==> config.mk <==
export PLATFORM = sky130hd
export DESIGN_NAME = mem_write_sequencer
export DESIGN_NICKNAME = d
export VERILOG_FILES = /design/src/rtl/mem_write_sequencer.sv
export SDC_FILE = /design/constraint.sdc
export NUM_CORES = 1
export LEC_CHECK = 0
export BUFFER_PORTS_ARGS = -buffer_cell sky130_fd_sc_hd__buf_2
export CAP_MARGIN = 10
export CORE_ASPECT_RATIO = 0.7
export CORE_MARGIN = 1
export CORE_UTILIZATION = 50
export CTS_CLUSTER_DIAMETER = 100
export DETAILED_ROUTE_END_ITERATION = 10
export PLACE_DENSITY = 0.88
export SLEW_MARGIN = 5
export SYNTH_ARGS = -nofsm -noshare
export SYNTH_HDL_FRONTEND = slang
export SYNTH_SLANG_ARGS = --single-unit
==> constraint.sdc <==
create_clock -name clk -period 1.7 [get_ports clk]
set_clock_uncertainty 0.05 [all_clocks]
set_input_delay 0.085 -clock clk [delete_from_list [all_inputs] [get_ports clk]]
set_output_delay 0.085 -clock clk [all_outputs]
set_load 0.02 [all_outputs]
==> src/rtl/mem_write_sequencer.sv <==
// Write-port sequencer: clears the RAM to DEFAULT_VALUE, then forwards host writes.
// Ports: clk, reset, clear_req, wr_valid/wr_ready/wr_addr/wr_data, mem_hold, mem_wea/addra/dia, clearing, clear_done, write_count.
module mem_write_sequencer #(
  parameter int                    DATA_WIDTH    = 8,
  parameter int                    DEPTH         = 16,
  parameter logic [DATA_WIDTH-1:0] DEFAULT_VALUE = '0
) (
  input  logic                     clk,
  input  logic                     reset,
  input  logic                     clear_req,
  input  logic                     wr_valid,
  output logic                     wr_ready,
  input  logic [$clog2(DEPTH)-1:0] wr_addr,
  input  logic [DATA_WIDTH-1:0]    wr_data,
  input  logic                     mem_hold,
  output logic                     mem_wea,
  output logic [$clog2(DEPTH)-1:0] mem_addra,
  output logic [DATA_WIDTH-1:0]    mem_dia,
  output logic                     clearing,
  output logic                     clear_done,
  output logic [15:0]              write_count
);

  localparam int AW = $clog2(DEPTH);
  localparam logic [AW-1:0] LAST = AW'(DEPTH - 1);

  typedef enum logic {CLEAR, RUN} state_t;

  state_t                state_q, state_d;
  logic [AW-1:0]         clr_addr_q, clr_addr_d;
  logic                  full_q, full_d;
  logic [AW-1:0]         buf_addr_q, buf_addr_d;
  logic [DATA_WIDTH-1:0] buf_data_q, buf_data_d;
  logic [15:0]           cnt_q, cnt_d;
  logic                  done_q, done_d;

  logic                  is_run;
  logic                  issue_clr;
  logic                  issue_host;
  logic                  hs;

  always_ff @(posedge clk or posedge reset) begin
    if (reset) begin
      state_q    <= CLEAR;
      clr_addr_q <= '0;
      full_q     <= 1'b0;
      buf_addr_q <= '0;
      buf_data_q <= '0;
      cnt_q      <= '0;
      done_q     <= 1'b0;
    end else begin
      state_q    <= state_d;
      clr_addr_q <= clr_addr_d;
      full_q     <= full_d;
      buf_addr_q <= buf_addr_d;
      buf_data_q <= buf_data_d;
      cnt_q      <= cnt_d;
      done_q     <= done_d;
    end
  end

  always_comb begin
    state_d    = state_q;
    clr_addr_d = clr_addr_q;
    full_d     = full_q;
    buf_addr_d = buf_addr_q;
    buf_data_d = buf_data_q;
    cnt_d      = cnt_q;
    done_d     = 1'b0;

    is_run     = (state_q == RUN);
    // A clear request blocks both the handshake and the drain of the
    // buffered entry, so that entry is dropped rather than written.
    wr_ready   = is_run && !clear_req && (!full_q || !mem_hold);
    hs         = wr_valid && wr_ready;
    issue_clr  = !is_run && !mem_hold;
    issue_host = is_run && !clear_req && full_q && !mem_hold;

    mem_wea    = issue_clr || issue_host;
    mem_addra  = '0;
    mem_dia    = '0;
    if (issue_clr) begin
      mem_addra = clr_addr_q;
      mem_dia   = DEFAULT_VALUE;
    end else if (issue_host) begin
      mem_addra = buf_addr_q;
      mem_dia   = buf_data_q;
    end

    clearing    = !is_run;
    clear_done  = done_q;
    write_count = cnt_q;

    if (!is_run) begin
      if (clear_req) begin
        clr_addr_d = '0;
      end else if (!mem_hold) begin
        if (clr_addr_q == LAST) begin
          state_d    = RUN;
          clr_addr_d = '0;
          done_d     = 1'b1;
        end else begin
          clr_addr_d = clr_addr_q + 1'b1;
        end
      end
    end else if (clear_req) begin
      state_d    = CLEAR;
      clr_addr_d = '0;
      full_d     = 1'b0;
    end else begin
      if (issue_host) begin
        cnt_d  = cnt_q + 16'd1;
        full_d = 1'b0;
      end
      // A load in the same cycle as a drain refills the buffer.
      if (hs) begin
        full_d     = 1'b1;
        buf_addr_d = wr_addr;
        buf_data_d = wr_data;
      end
    end
  end

endmodule

======== Yosys cells after proc, flatten, opt, wreduce, memory -nomap -nowiden ========
Cells that the tools add are included.
operators by class
  $add $sub $neg .......................... 2
  muxes and demuxes ....................... 18
  bitwise operators ....................... 1
  equality and inequality tests ........... 3
  reduce and logical (&&, ||, !) cells .... 17
operators by type and width
  cell                                            number
  two-way mux 4 bit                               7
  adder 16 x 1 -> 16 bit (second input constant)  1
  two-way mux 8 bit                               2
  two-way mux 1 bit                               9
  logical AND 1 bit                               6
  AND reduction 3 bit                             2
  adder 4 x 1 -> 4 bit (second input constant)    1
  == test 4 bit (second input constant)           1
  zero test 1 bit                                 4
  != test 2 bit (second input constant)           2
  AND reduction 2 bit                             2
  nonzero test 3 bit                              1
  logical OR 1 bit                                2
  NOT 1 bit                                       1
storage, ports and cells
  bits of input ports ..................... 17
  output and inout port bits .............. 32
  register bits ........................... 35
  word-level logic and storage cells ...... 48

======== Logic depth before layout (Yosys ltp) ========
Gate-level depths: netlist of the first run.
  depth in word-level cells ............... 7
  depth in mapped cells ................... 6
  depth with buffers taken out ............ 5

======== Worst setup path after synthesis of the first run ========
Ideal clock, no wire load.
  kind .................................... reg-to-reg
  start ................................... reg state_q (netlist: is_run)
  end ..................................... reg buf_data_q[5]
  required time ........................... 1.523 ns
  cell stages (with the launch flop) ...... 7
  path buffers ............................ 2
  period minus slack after synthesis ...... 1.552 ns
  arrival ................................. 1.374 ns
  setup time .............................. 0.127 ns
  path slack .............................. 0.148 ns
  cell sequence ........................... dfrtp_1 -> buf_4 -> nand2b_1 -> a21oi_2 -> nand2_2 -> buf_6 -> mux2_1
on the way
  longest elaborated chain between the ends .. 4
RTL lines
  what                                  RTL line  RTL
  start, declared                       29        state_t state_q, state_d;
  start signal, assigned                52        state_q <= state_d;
  logical AND 1 bit (2 in a row)        74        wr_ready = is_run && !clear_req && (!full_q || !mem_hold);
  net wr_ready                          12        output logic wr_ready,
  logical AND 1 bit                     75        hs = wr_valid && wr_ready;
  AND reduction 3 bit (no source line)  n/a
  end signal, assigned                  56        buf_data_q <= buf_data_d;
  end, declared                         33        logic [DATA_WIDTH-1:0] buf_data_q, buf_data_d;
The timed path passes the listed nets, and every way through them passes these cells.
A chain may end at the register's enable or synchronous reset.

======== Final worst setup path of the first run ========
  start ................................... reg state_q (netlist: is_run)
  end ..................................... out mem_dia[3]
on the way
  longest elaborated chain between the ends .. 5
  elaborated cells between the ends (all ways) .. 7
  classes of those cells .................. mux: 2; reduce/logical: 5
RTL lines
  what                            RTL line  RTL
  logical AND 1 bit (3 in a row)  77        issue_host = is_run && !clear_req && full_q && !mem_hold;
  two-way mux 8 bit               85        end else if (issue_host) begin
  two-way mux 8 bit *             82        if (issue_clr) begin
  end, declared                   18        output logic [DATA_WIDTH-1:0] mem_dia,
Mark *: on every way between the ends. The rest lies on a longest branch, timed or not.

==> impl_metrics.ini, run 1 <==
[worst_setup_path]
cp_slowest_stage_delay_ps = 430
worstPathCellList = and4bb_4, buf_4, and2_1, buf_2
crit_slowest_cell = dfrtp_2
arrival_ps = 1490
critPathRequiredTime_ps = 1560
end_kind = output pin
critPathKind = reg2out
worstSetupStartpointType = flop
worstPathMaxFanout = 14

[drt]
first_pass_iters = 9
drt_wl_total_mm = 3.29
drt_iter0_drc = 76
avgRoutedWirePerCell_um = 13.4
vias = 1251
final_antenna_net_count = 0
drc = 2
drt-vias-per-instance = 5.11

[floorplanning]
die_w_um = 70.7
die_area_mm2 = 0.00354
start_util_pct = 52.5
die_h_um = 50.1
io-pin-count = 49
std_cell_rows = 17
core-area_mm2 = 0.00315

[logic_synthesis]
synth_seq_cells = 35
synthCells = 141
ys_seq_area_share_pct = 53.0
synth_area_mm2 = 0.00165
syn_nets = 160
synth.distinct_cells = 34
yosysWarnings = 0
syn_avg_cell_area_um2 = 11.7

[clock_network]
clockBufferDepth = 2
clk_pin_slew_ps = 70
cts-root-buf = clkbuf_8
cts_sinks = 35
worstSkewPairLatency_ps = 290
cts-htree-levels = 2
cts_buffers = 5
cts_tree = built

[sta]
finalCritPeriodShare_pct = 95.6
finalSetupTns_ps = 0
rsz0062_at_grt = no
tightest_slew_ps = 433
hold_viol_final = 0
worst_hold_slack_ps = 4.02
slew_violations = 0
final-setup-viol-count = 0
period_needed_ps = 1630
clock.fmax_mhz = 615
slew_headroom_pct = 71.2

[cells_and_area]
insertedDiodeCount = 0
fill_cells = 249
nNetsFinal = 226
multi_input_area_um2 = 727
drive_gt1_share_pct = 37.7
area_growth_pct = 29.8
ff_latch_area_um2 = 878

[hold_path]
hp-class = in2reg

[power]
irDropWorstVdd_mv = 0.644
pwr_density_cell_mw_per_mm2 = 733
power.leakage_nw = 1.18

[global_routing]
track_usage_pct = 20.0
grt_pass1_vias = 1177
antenna_found_initial = 0
grt_pass1_wl_mm = 5.33
grt_max_degree = 36
overflow = 0

[place]
hpwl_mm = 2.22
place.gp.congestion = 0.800
io_buffers = 48

[run]
cap_violations = 0

[status]
status = finished with violations
failed_checks = design-rule violations
==> cells by family after synthesis <==
kind of cell | share of synthesized area (%)
buf+inv | 3.03
compound gates | 5.15
flops | 53.0
xor+xnor | 8.48
simple gates | 20.7
fa+ha+maj | 1.51
mux | 8.18
==> cell usage in the layout (no fill, tap or decap), types with 4 or more instances in the layout <==
cell type and instances:
nor2_1 7, nand2_1 15, xnor2_1 8, xor2_1 8, clkbuf_8 6, buf_2 48, and2_1 8, dlygate4sd3_1 13
o21ai_0 6, dfrtp_1 33, mux2_2 11, a21oi_1 4
==> flip-flops by register name, indices dropped and copies added (netlist names) <==
| name | cells |
|---|---|
| buf_addr_q | 4 |
| is_run | 1 |
| clear_done | 1 |
| full_q | 1 |
| clr_addr_q | 4 |
| buf_data_q | 8 |
| write_count | 16 |
==> through the flow <==
step                      std cells  total power (W)  cell area (um^2)  setup slack, ps  util [%]
after global placement          225         0.000954              1920              230      61.1
final                           245          0.00157              2140             74.3      68.1
after floorplan                 141         0.000924              1650              148         -
after detailed placement        225         0.000957              1920              170      61.1
after global routing            245          0.00162              2140             18.5      68.1
after CTS                       245          0.00158              2140             34.3      68.0
==> layout make-up <==
class                   count  share of cell area [%]
flip-flops and latches     35                    41.0
clock inverters             1                   0.233
multi-input cells          98                    33.9
repair buffers             64                    18.3
well taps                  38                    2.22
inverters                   3                   0.525
clock buffers               6                    3.85
==> critical path: cells and delay by family, from the launching register on <==
| kind | cells | cell delay, ps |
|---|---|---|
| buf+inv | 2 | 350 |
| flops | 1 | 430 |
| simple gates | 2 | 430 |
==> per-layer routing <==
| metal | track usage (%) | vias up | wire (um) |
|---|---|---|---|
| li1 | - | 609 | - |
| met1 | 25.5 | 602 | 1590 |
| met2 | 32.1 | 32 | 1510 |
| met3 | 6.34 | 8 | 149 |
| met4 | 7.67 | 0 | 41 |
| met5 | 0 | - | 0 |
==> path summary, 6_finish.rpt <==
check | startpoint | cells past startpoint | to | slack [ps]
max | is_run | 4 | mem_dia[3] | 70
min | wr_valid | 3 | full_q | 4
max reg2reg | is_run | 5 | clr_addr_q[3] | 170
min reg2reg | write_count[15] | 1 | write_count[15] | 420
max in group asynchronous | reset | 4 | full_q | 890
min in group asynchronous | reset | 4 | buf_data_q[2] | 380
==> Yosys cell counts (all sizes together) <==
cell / number / area share [%]
and4: 3 / 1.6
xnor2: 8 / 4.2
a22o: 3 / 1.6
nor2: 8 / 2.3
xor2: 8 / 4.2
nand2: 16 / 3.8
and3: 4 / 1.8
ha: 2 / 1.5
clkbuf: 1 / 0.23
nand3b: 1 / 0.45
or3: 1 / 0.38
inv: 3 / 0.68
nand4: 3 / 1.1
nor2b: 1 / 0.38
dfrtp: 35 / 53
nand2b: 1 / 0.38
and2: 8 / 3.0
buf: 4 / 2.1
nand3: 3 / 0.91
nor4: 1 / 0.38
o21ai: 6 / 1.8
nand4bb: 1 / 1.7
a21oi: 5 / 1.7
or2: 1 / 0.38
mux2: 12 / 8.2
nor3b: 1 / 1.1
and4bb: 1 / 0.98
==> report_power, final <==
part           leakage (nW)  switching, W  internal, W
sequential            0.481     0.0000132     0.000848
combinational         0.650     0.0000483    0.0000557
clock                0.0470      0.000289     0.000317
==> repair_timing <==
action / 4_1_cts / 5_1_grt
hold endpoints to repair: 47 / 0
hold buffers: 13 / 0
endpoints found under the setup margin: 0 / 12
buffers inserted: 0 / 0
resized for setup: 0 / 2
No activity file was read; power rests on OpenSTA's default activity.
==> run 2: changes to the inputs <==
--- a/config.mk
+++ b/config.mk
@@ -7,10 +7,10 @@
 export LEC_CHECK = 0
 export BUFFER_PORTS_ARGS = -buffer_cell sky130_fd_sc_hd__buf_2
 export CAP_MARGIN = 10
-export CORE_ASPECT_RATIO = 0.7
 export CORE_MARGIN = 1
 export CORE_UTILIZATION = 50
 export CTS_CLUSTER_DIAMETER = 100
+export CTS_CLUSTER_SIZE = 25
 export DETAILED_ROUTE_END_ITERATION = 10
 export PLACE_DENSITY = 0.88
 export SLEW_MARGIN = 5
==> impl_metrics.ini, run 2 (synthesis gave the netlist of run 1 again) <==
[status]
status = completed

[run]
cap_violations = 0

[global_routing]
grt_pass1_wl_mm = 5.20
track_usage_pct = 20.2
antenna_found_initial = 0
grt_max_degree = 36
grt_pass1_vias = 1232
overflow = 0

[place]
hpwl_mm = 2.18
io_buffers = 48
pre_cts_slack_ps = 135
place.gp.congestion = 0.801

[sta]
tightest_slew_ps = 420
period_needed_ps = 1570
slew_headroom_pct = 72.0
clock.fmax_mhz = 637
slew_violations = 0
finalCritPeriodShare_pct = 92.4
rsz0062_at_grt = no
finalSetupTns_ps = 0
hold_viol_final = 0
final-setup-viol-count = 0
setup_ws_ps = 129

[drt]
final_antenna_net_count = 0
avgRoutedWirePerCell_um = 12.4
vias = 1269
first_pass_iters = 4
drt-vias-per-instance = 4.94
drt_iter0_drc = 51
drt_wl_total_mm = 3.20
drc = 0

[cells_and_area]
largest_register_ffs = 16
final_cell_mix = 48 x buf_2, 33 x dfrtp_1, 16 x dlygate4sd3_1
fill_cells = 254
final_common_cell = buf_2
drive_gt1_share_pct = 37.1
area_growth_pct = 30.7
insertedDiodeCount = 0
nNetsFinal = 231

[clock_network]
clk_pin_slew_ps = 100
cts-htree-levels = 2
cts-root-buf = clkbuf_4
worstSkewPairLatency_ps = 330
cts_tree = built
clockBufferDepth = 2
cts_sinks = 35
cts_buffers = 5

[worst_setup_path]
crit_path_start = is_run
worstSetupStartpointType = flop
r2r_cells = 5
critPathRequiredTime_ps = 1560
regToRegSetupSlack_ps = 180
end_kind = output pin
r2r_end = buf_data_q[2]
worstPathMaxFanout = 9
endpoint = mem_addra[2]
reg2reg_from = is_run
arrival_ps = 1440
critPathKind = reg2out

[power]
power.leakage_nw = 1.18
irDropWorstVdd_mv = 0.523
pwr_density_cell_mw_per_mm2 = 645

[hold_path]
hp-class = in2reg
whs_path_depth = 3

[floorplanning]
die_h_um = 59.5
std_cell_rows = 20
io-pin-count = 49
start_util_pct = 53.3
core-area_mm2 = 0.00310
die_w_um = 59.5
die_area_mm2 = 0.00354
[run 2: changes by cell type in the layout (fill, tap and decap cells not counted)]
cell           before  now
clkbuf_8            6    0
dlygate4sd3_1      13   16
buf_4               3    5
clkbuf_1            0    2
clkbuf_4            0    5
[run 2: critical path: stages (launching register included)]
cell and delay, ps:
dfrtp_2 420, buf_4 170, nor2_4 180, nand2_1 110, nand2_1 60, buf_2 160
[run 2: how the worst min path moves through the flow]
stage	startpoint	to	slack, ps
after floorplan	wr_data[5]	buf_data_q[5]	170
after detailed placement	reset	buf_data_q[3]	160
after global placement	reset	buf_data_q[3]	150
after global routing	clear_req	full_q	90
after CTS	clear_req	full_q	60
final	clear_req	full_q	70
[run 2: cell type report]
cell class | instances | area (um^2) | share of cell area [%]
clock inverter | 1 | 5.00 | 0.232
tap | 44 | 55.1 | 2.55
timing repair buffer | 69 | 438 | 20.3
inverter | 3 | 11.3 | 0.521
clock buffer | 7 | 45.0 | 2.09
multi-input combinational | 98 | 727 | 33.7
sequential | 35 | 878 | 40.7
[run 2: timing repair]
action / CTS / global route
resized for setup: 2 / 0
cloned: 0 / 0
setup endpoints to repair: 12 / 12
pin swaps: 0 / 0
endpoints found under the hold margin: 54 / 0
hold buffers: 16 / 0
buffers inserted: 1 / 2
[run 2: per-layer routing]
| layer | global-route usage (%) | wire length (um) |
|---|---|---|
| met1 | 23.2 | 1390 |
| met2 | 35.5 | 1620 |
| met4 | 8.97 | 45 |
| met3 | 5.02 | 137 |
| met5 | 0 | 0 |
[run 2: power breakdown]
part | internal, W | switching, W | leakage (nW)
registers | 0.000847 | 0.0000112 | 0.481
logic | 0.0000631 | 0.0000498 | 0.673
clock network | 0.000161 | 0.000260 | 0.0293
total | 0.00107 | 0.000321 | 1.18
[run 2: stage by stage]
stage | hold slack [ps] | utilization (%) | area [um^2] | total power [W] | std cells
CTS | 58.3 | 69.4 | 2150 | 0.00141 | 256
detailed placement | 159 | 62.3 | 1930 | 0.000957 | 231
global route | 88.6 | 69.6 | 2160 | 0.00146 | 257
floorplan | 167 | - | 1650 | 0.000924 | 141
finish | 70.2 | 69.6 | 2160 | 0.00139 | 257
global placement | 155 | 62.3 | 1930 | 0.000955 | 231
